<file path="src/rtl/fullchip_seq_ctrl.sv">
// Instruction sequencer for the single-core attention datapath.
// Collects Q then K vectors from the host, then drives one full pass:
// Q/K memory writes, K load into the array, execute, ofifo -> pmem move
// and per-row SFP normalisation with write-back. inst and mem_in are
// registered: the decision made in a cycle appears after the next edge.
module fullchip_seq_ctrl #(
  parameter int bw          = 8,
  parameter int pr          = 8,
  parameter int col         = 8,
  parameter int total_cycle = 8,
  parameter int k_gap       = 2,
  parameter int exec_wait   = 10
) (
  input  logic             clk,
  input  logic             reset,
  input  logic             start,
  input  logic             in_valid,
  input  logic [pr*bw-1:0] in_data,
  output logic             in_ready,
  output logic [pr*bw-1:0] mem_in,
  output logic [18:0]      inst,
  output logic             busy,
  output logic             done,
  output logic [3:0]       phase
);

  // inst bit positions
  localparam int I_SFP_DIV  = 18;
  localparam int I_SFP_ACC  = 17;
  localparam int I_OFIFO_RD = 16;
  localparam int I_EXECUTE  = 7;
  localparam int I_LOAD     = 6;
  localparam int I_QMEM_RD  = 5;
  localparam int I_QMEM_WR  = 4;
  localparam int I_KMEM_RD  = 3;
  localparam int I_KMEM_WR  = 2;
  localparam int I_PMEM_RD  = 1;
  localparam int I_PMEM_WR  = 0;

  // Terminal counts for the 5-bit phase counter
  localparam logic [4:0] TC_LAST    = 5'(total_cycle - 1);
  localparam logic [4:0] COL_LAST   = 5'(col - 1);
  localparam logic [4:0] KLOAD_LAST = 5'(col + 1);
  localparam logic [4:0] GAP_LAST   = 5'(k_gap - 1);
  localparam logic [4:0] WAIT_LAST  = 5'(exec_wait - 1);

  typedef enum logic [3:0] {
    S_IDLE  = 4'd0,
    S_QWR   = 4'd1,
    S_KWR   = 4'd2,
    S_GAP   = 4'd3,
    S_KLOAD = 4'd4,
    S_WAIT1 = 4'd5,
    S_EXEC  = 4'd6,
    S_WAIT2 = 4'd7,
    S_OFIFO = 4'd8,
    S_SFP   = 4'd9,
    S_DONE  = 4'd10
  } state_t;

  state_t           state_reg, state_next;
  logic [4:0]       cnt_reg, cnt_next;    // index within the current phase (row index in SFP)
  logic [2:0]       step_reg, step_next;  // SFP sub-step 0..4 within a row
  logic [18:0]      inst_reg, inst_next;
  logic [pr*bw-1:0] mem_in_reg, mem_in_next;
  logic             handshake;

  // Stream acceptance is purely a function of state, so no path from in_valid
  assign in_ready  = (state_reg == S_QWR) || (state_reg == S_KWR);
  assign handshake = in_valid && in_ready;
  assign busy      = (state_reg != S_IDLE) && (state_reg != S_DONE);
  assign done      = (state_reg == S_DONE);
  assign phase     = state_reg;
  assign inst      = inst_reg;
  assign mem_in    = mem_in_reg;

  // State, counters and output registers; reset clears everything at once
  always_ff @(posedge clk or negedge reset) begin
    if (!reset) begin
      state_reg  <= S_IDLE;
      cnt_reg    <= '0;
      step_reg   <= '0;
      inst_reg   <= '0;
      mem_in_reg <= '0;
    end else begin
      state_reg  <= state_next;
      cnt_reg    <= cnt_next;
      step_reg   <= step_next;
      inst_reg   <= inst_next;
      mem_in_reg <= mem_in_next;
    end
  end

  // Next-state and next-instruction decode
  always_comb begin
    state_next  = state_reg;
    cnt_next    = cnt_reg;
    step_next   = step_reg;
    inst_next   = '0;
    mem_in_next = mem_in_reg;
    case (state_reg)
      S_IDLE: begin
        if (start) begin
          state_next = S_QWR;
          cnt_next   = '0;
          step_next  = '0;
        end
      end
      S_QWR: begin
        if (handshake) begin
          inst_next[I_QMEM_WR] = 1'b1;
          inst_next[15:12]     = cnt_reg[3:0];
          mem_in_next          = in_data;
          if (cnt_reg == TC_LAST) begin
            state_next = S_KWR;
            cnt_next   = '0;
          end else begin
            cnt_next = cnt_reg + 5'd1;
          end
        end
      end
      S_KWR: begin
        if (handshake) begin
          inst_next[I_KMEM_WR] = 1'b1;
          inst_next[15:12]     = cnt_reg[3:0];
          mem_in_next          = in_data;
          if (cnt_reg == COL_LAST) begin
            state_next = (k_gap == 0) ? S_KLOAD : S_GAP;
            cnt_next   = '0;
          end else begin
            cnt_next = cnt_reg + 5'd1;
          end
        end
      end
      S_GAP: begin
        if (cnt_reg == GAP_LAST) begin
          state_next = S_KLOAD;
          cnt_next   = '0;
        end else begin
          cnt_next = cnt_reg + 5'd1;
        end
      end
      S_KLOAD: begin
        // One leading and one trailing load-only cycle frame the K reads
        inst_next[I_LOAD] = 1'b1;
        if (cnt_reg != 5'd0 && cnt_reg != KLOAD_LAST) begin
          inst_next[I_KMEM_RD] = 1'b1;
          inst_next[15:12]     = 4'(cnt_reg - 5'd1);
        end
        if (cnt_reg == KLOAD_LAST) begin
          state_next = (exec_wait == 0) ? S_EXEC : S_WAIT1;
          cnt_next   = '0;
        end else begin
          cnt_next = cnt_reg + 5'd1;
        end
      end
      S_WAIT1, S_WAIT2: begin
        if (cnt_reg == WAIT_LAST) begin
          state_next = (state_reg == S_WAIT1) ? S_EXEC : S_OFIFO;
          cnt_next   = '0;
        end else begin
          cnt_next = cnt_reg + 5'd1;
        end
      end
      S_EXEC: begin
        inst_next[I_EXECUTE] = 1'b1;
        inst_next[I_QMEM_RD] = 1'b1;
        inst_next[15:12]     = cnt_reg[3:0];
        if (cnt_reg == TC_LAST) begin
          state_next = (exec_wait == 0) ? S_OFIFO : S_WAIT2;
          cnt_next   = '0;
        end else begin
          cnt_next = cnt_reg + 5'd1;
        end
      end
      S_OFIFO: begin
        inst_next[I_OFIFO_RD] = 1'b1;
        inst_next[I_PMEM_WR]  = 1'b1;
        inst_next[11:8]       = cnt_reg[3:0];
        if (cnt_reg == TC_LAST) begin
          state_next = S_SFP;
          cnt_next   = '0;
          step_next  = '0;
        end else begin
          cnt_next = cnt_reg + 5'd1;
        end
      end
      S_SFP: begin
        // Per row: read, accumulate, two divide cycles, then write back
        inst_next[11:8] = cnt_reg[3:0];
        case (step_reg)
          3'd0: inst_next[I_PMEM_RD] = 1'b1;
          3'd1: begin
            inst_next[I_PMEM_RD] = 1'b1;
            inst_next[I_SFP_ACC] = 1'b1;
          end
          3'd2, 3'd3: begin
            inst_next[I_PMEM_RD] = 1'b1;
            inst_next[I_SFP_DIV] = 1'b1;
          end
          default: begin
            inst_next[I_PMEM_WR] = 1'b1;
            inst_next[I_SFP_DIV] = 1'b1;
          end
        endcase
        if (step_reg == 3'd4) begin
          step_next = '0;
          if (cnt_reg == TC_LAST) begin
            state_next = S_DONE;
            cnt_next   = '0;
          end else begin
            cnt_next = cnt_reg + 5'd1;
          end
        end else begin
          step_next = step_reg + 3'd1;
        end
      end
      S_DONE: begin
        state_next = S_IDLE;
      end
      default: begin
        state_next = S_IDLE;
        cnt_next   = '0;
        step_next  = '0;
      end
    endcase
  end

endmodule
</file>
<file path="config.mk">
export PLATFORM = sky130hd
export DESIGN_NAME = fullchip_seq_ctrl
export DESIGN_NICKNAME = d
export VERILOG_FILES = /design/src/rtl/fullchip_seq_ctrl.sv
export SDC_FILE = /design/constraint.sdc
export NUM_CORES = 1
export LEC_CHECK = 0
export CORE_MARGIN = 1.5
export CORE_UTILIZATION = 48
export DETAILED_ROUTE_END_ITERATION = 7
export PLACE_DENSITY = 0.86
export SLEW_MARGIN = 20
export SYNTH_ARGS = -nofsm -noshare
export SYNTH_HDL_FRONTEND = slang
export SYNTH_SLANG_ARGS = --single-unit
</file>
<file path="constraint.sdc">
create_clock -name clk -period 3.3 [get_ports clk]
set_input_delay 0.33 -clock clk [delete_from_list [all_inputs] [get_ports clk]]
set_output_delay 0.33 -clock clk [all_outputs]
set_load 0.005 [all_outputs]
</file>
==> results.tsv <==
metric	value	unit
coreArea	0.00868	mm^2
crit_family	flip-flops	
hp-class	input port to async pin	
layout_commonest_cell	clkdlybuf4s50_1	
cp_num_buf_inv	1	
htree_levels	3	
antenna_found_initial	0	
r2r-start	phase[1]	
grt_overflow	0	
wl_per_cell	19.4	um
die_width	97.5	um
worstMarginPinSlew	0.793	ns
ant_nets	0	
drt-initial-drc-count	82	
period_share	75.9	%
hold_buffers	0	
cts.repair.resized	0	
r2r_end	mem_in[2]	
areaGrowthSynthToFinish	41.6	%
io_pins	158	
seq_power_share	60.4	%
cp_max_fo	24	
place.port_buffers	157	
internal-power	1.49	mW
grt_pass1_vias	3167	
worstSetupStartpointType	flip-flop	
n_antenna_cell	0	
nNetsFinal	535	
crit_chain	or2_1 -> nor2_1 -> clkdlybuf4s50_1	
final_core_util	69.9	%
cp_slowest_cell	dfrtp_1	
max_freq	399	MHz
peakVddDrop	166	uV
final_cell_mix	clkdlybuf4s50_1, dfrtp_1, mux2_4, nor2_1, nand2_1	
max_stage_delay	0.65	ns
worstPathArrival	2.17	ns
insertion_delay	0.35	ns
multi_input_area	0.00178	mm^2
drt_wl_total	11.1	mm
yosysWarnings	0	
cts_buffer_depth	2	
reg2reg_slack	0.93	ns
met2_usage	42.4	%
fillers	586	
post_cts_buffers	0	
async_flop_share	100	%
first_pass_iters	4	
maxSlewHeadroom	47.1	%
synth-main-ff-cell	dfrtp_1	
start_util	49.4	%
skew	0.00516	ns
cts_tree	yes	
largest_reg_flops	64	
die_area	0.00950	mm^2
hold_viol	0	
clockPowerShare	33.9	%
hpwl	8.31	mm
end_kind	output port	
gp_congestion	0.812	
numCtsBuffers	9	
syn-num-nets	380	
row_count	34	
grt_use_met3	6.55	%
powerDensity	314	mW/mm^2
clkSinkCount	94	
grt_use_total	24.0	%
grt_pass1_wl	17.5	mm
fin_setup_tns	0	ns
drive_above_1_share	19.0	%
top_usage_layer	met2	
syn_area	0.00428	mm^2
setup_viol	0	
clk_pin_slew	0.09	ns
swShare	21.8	%
die_h	97.5	um
seq_area	0.00235	mm^2
synth_seq_cells	94	
worstPathRequired	2.97	ns
crit_type	flip-flop to output port	
synth.avg_cell_area	14.1	um^2
status	finished clean	
power.switching	415	uW
vias	3013	
r2r_cells	5	
synthCells	303	
comb_power_share	5.7	%
slew_violations	0	
rsz0062_at_grt	false	
grt_start_max_net_pins	89	
synth-edff-count	0	
use_met1	28.1	%
cts_root_buf	clkbuf_8	
cap_violations	0	
yosys.cell_types.count	49	
p_leak	2.98	nW
drc_errors	0	
ys_seq_area_share	54.9	%
fin_crit	2.50	ns
vias_per_cell	5.29	
routing by layer:
layer,up-vias,wire (um)
met5,-,0
met2,121,5750
li1,1370,-
met1,1505,4390
met4,0,240
met3,17,676
cells in the mapped netlist (all sizes together), types with 2 or more instances:
| library cell | number | share of area (%) |
|---|---|---|
| dfrtp | 94 | 55 |
| mux2 | 64 | 22 |
| nor2 | 21 | 1.8 |
| buf | 15 | 2.8 |
| o21ai | 15 | 1.8 |
| nand2 | 11 | 0.96 |
| ha | 9 | 2.6 |
| inv | 7 | 0.61 |
| nand2b | 6 | 1.2 |
| and3 | 4 | 0.58 |
| nor3 | 4 | 0.47 |
| nor3b | 4 | 0.82 |
| a21o | 3 | 0.53 |
| a21oi | 3 | 0.35 |
| a22o | 3 | 0.61 |
| clkbuf | 3 | 0.26 |
| mux2i | 3 | 0.70 |
| nor2b | 3 | 0.44 |
| a2111oi | 2 | 0.55 |
| nand3 | 2 | 0.23 |
| o211ai | 2 | 0.35 |
| o22ai | 2 | 0.29 |
| o31ai | 2 | 0.35 |
| or2 | 2 | 0.29 |
| xnor2 | 2 | 0.41 |
cell type report:
type / instances / share of cell area [%]
clock inverter: 4 / 0.412
clock buffer: 11 / 2.16
sequential: 94 / 38.8
tap: 108 / 2.23
inverter: 7 / 0.433
multi-input combinational: 184 / 29.3
timing repair buffer: 162 / 26.7
cell families (layout without fill, tap and decap cells):
group	after synthesis	in the layout	share of synthesized area [%]
xor gates and xnor gates	2	2	0.409
adders and majority gates	9	9	2.63
muxes	67	67	22.8
AOI/OAI and AO/OA	43	43	7.21
and+or+nand+nor	63	63	8.35
buffers and inverters	25	184	3.71
DFF	94	94	54.9
how the worst max path moves through the flow:
stage,startpoint,end,slack [ns],cells past startpoint
final,phase[3],in_ready,0.80,3
after global routing,phase[3],in_ready,0.70,3
after CTS,phase[3],in_ready,0.84,3
after detailed placement,phase[1],mem_in[2],0.93,5
after global placement,phase[1],mem_in[1],1.03,5
after floorplan,phase[1],mem_in[10],1.51,7
power by group through the flow:
stage / Combinational [mW] / Sequential (mW) / Clock [mW]
after global placement: 0.108 / 1.17 / 0
after global routing: 0.119 / 1.15 / 0.709
after CTS: 0.111 / 1.15 / 0.661
after floorplan: 0.00283 / 1.17 / 0
after detailed placement: 0.110 / 1.17 / 0
final: 0.109 / 1.15 / 0.645
stage by stage:
stage	cells	worst slack, ns	hold slack [ns]	power, mW	area [um^2]
2_1_floorplan	303	1.51	0.0344	1.18	4280
3_3_place_gp	555	1.03	0.473	1.28	5910
3_5_place_dp	555	0.930	0.484	1.28	5910
4_1_cts	570	0.837	0.213	1.92	6060
5_1_grt	570	0.702	0.0707	1.98	6070
6_report	570	0.796	0.00895	1.91	6070
Power figures use the tool's default switching activity.
==> RTL edit: new RTL, same settings <==
`mem_in_reg` no longer has a reset.
--- a/src/rtl/fullchip_seq_ctrl.sv
+++ b/src/rtl/fullchip_seq_ctrl.sv
@@ -83,3 +83,2 @@
       inst_reg   <= '0;
-      mem_in_reg <= '0;
     end else begin
@@ -89,4 +88,7 @@
       inst_reg   <= inst_next;
-      mem_in_reg <= mem_in_next;
     end
+  end
+
+  always_ff @(posedge clk) begin
+    mem_in_reg <= mem_in_next;
   end
Function: differs if reset is asserted again (counterexample within 4 cycles, from zero or initial values and one cycle with reset low); with reset held inactive, the same outputs for 4 cycles.
==> RTL edit against the original RTL <==
- final area shrank 9.9%
- final cell count fell by 14%
- setup slack lost 0.17 ns
- sequential cell count unchanged
- sequential share of layout area increased by 10 points
- hold slack improved by 0.34 ns
- non-clock buffer count shrank 3
- global-route usage shrank 0.56 points
- synthesized area is 15% lower
- fmax shrank 6.3%
- wire length decreased by 18%
- count of clock-buffer cells in the layout decreased by 2
- largest cell class unchanged
Power is not compared: it rests on default switching activity, and its combinational part moved more than twofold at a synthesized area within 25%.
==> RTL edit: results <==
[global_route]
gr-usage-met3 = 0.0838
gr-usage-met2 = 0.409
met1_usage = 0.272
grt_max_degree = 65
grt_pass1_vias = 2521
grt_usage = 0.234

[critical_path]
r2r-start = "phase[0]"
rr_worst_depth = 3
arrival_ns = 2.34
critical_path.endpoint = "done"
cp_slowest_stage_delay_ns = 0.83
crit-reg2reg-capture = "mem_in[17]"
crit_fanout = 22

[synthesis]
syn_nets = 308
yosys-top-cells-count = "64 x edfxtp_1, 30 x dfrtp_1, 20 x nor2_1"
ys_top_cells_by_area = "edfxtp_1 53%, dfrtp_1 21%, ha_1 3.1%"
synth_compound_area_frac = 0.0680
synthAdderAreaFrac = 0.0310
yosysUniqueCellTypes = 50
async_reset_ff_frac = 0.319
yosysSeqAreaShare = 0.737
muxShareOfSynthArea = 0.0155
ys.flop_type = "edfxtp_1"

[sta]
slew_headroom = 0.471
skew_ns = 0.0167

[routing]
postRouteWirelength_microns = 9100
wl_met3_microns = 719
met1_length_microns = 3500
wl_met2_microns = 4760

[run_status]
outcome = "finished, final reports clean"

[final_layout]
fin_nets = 467
final_layout_size_suffix_gt1_frac = 0.0787

[placement]
pre_cts_slack_ns = 1.05
hpwl_microns = 6820

[clocking]
cts-root-buf = "clkbuf_8"
## RTL edit: layout make-up
type                            count  area (sq um)
Clock inverter                      6          92.6
Sequential cell                    94          2670
Tap cell                           99           124
Multi-Input combinational cell    117           832
Fill cell                         483          1830
Inverter                            9          33.8
Timing Repair Buffer              159          1590
Clock buffer                        9           124
## RTL edit: stage by stage
stage	utilization	hold WS, ns	cell area, sq um	total power [uW]	cells
final	0.749	0.350	5470	4130	493
after global routing	0.749	0.390	5470	4360	493
after CTS	0.749	0.354	5470	4150	493
after detailed placement	0.720	0.511	5250	3340	478
after global placement	0.720	0.491	5250	3270	478
after floorplan	-	0.0344	3630	2590	231
## RTL edit: worst min path at each step
stage / from / endpoint / slack [ns]
final: reset / cnt_reg[3] / 0.35
after global routing: reset / step_reg[2] / 0.39
after CTS: reset / step_reg[0] / 0.35
after detailed placement: step_reg[2] / inst[17] / 0.51
after global placement: step_reg[2] / inst[17] / 0.49
after floorplan: reset / cnt_reg[0] / 0.03
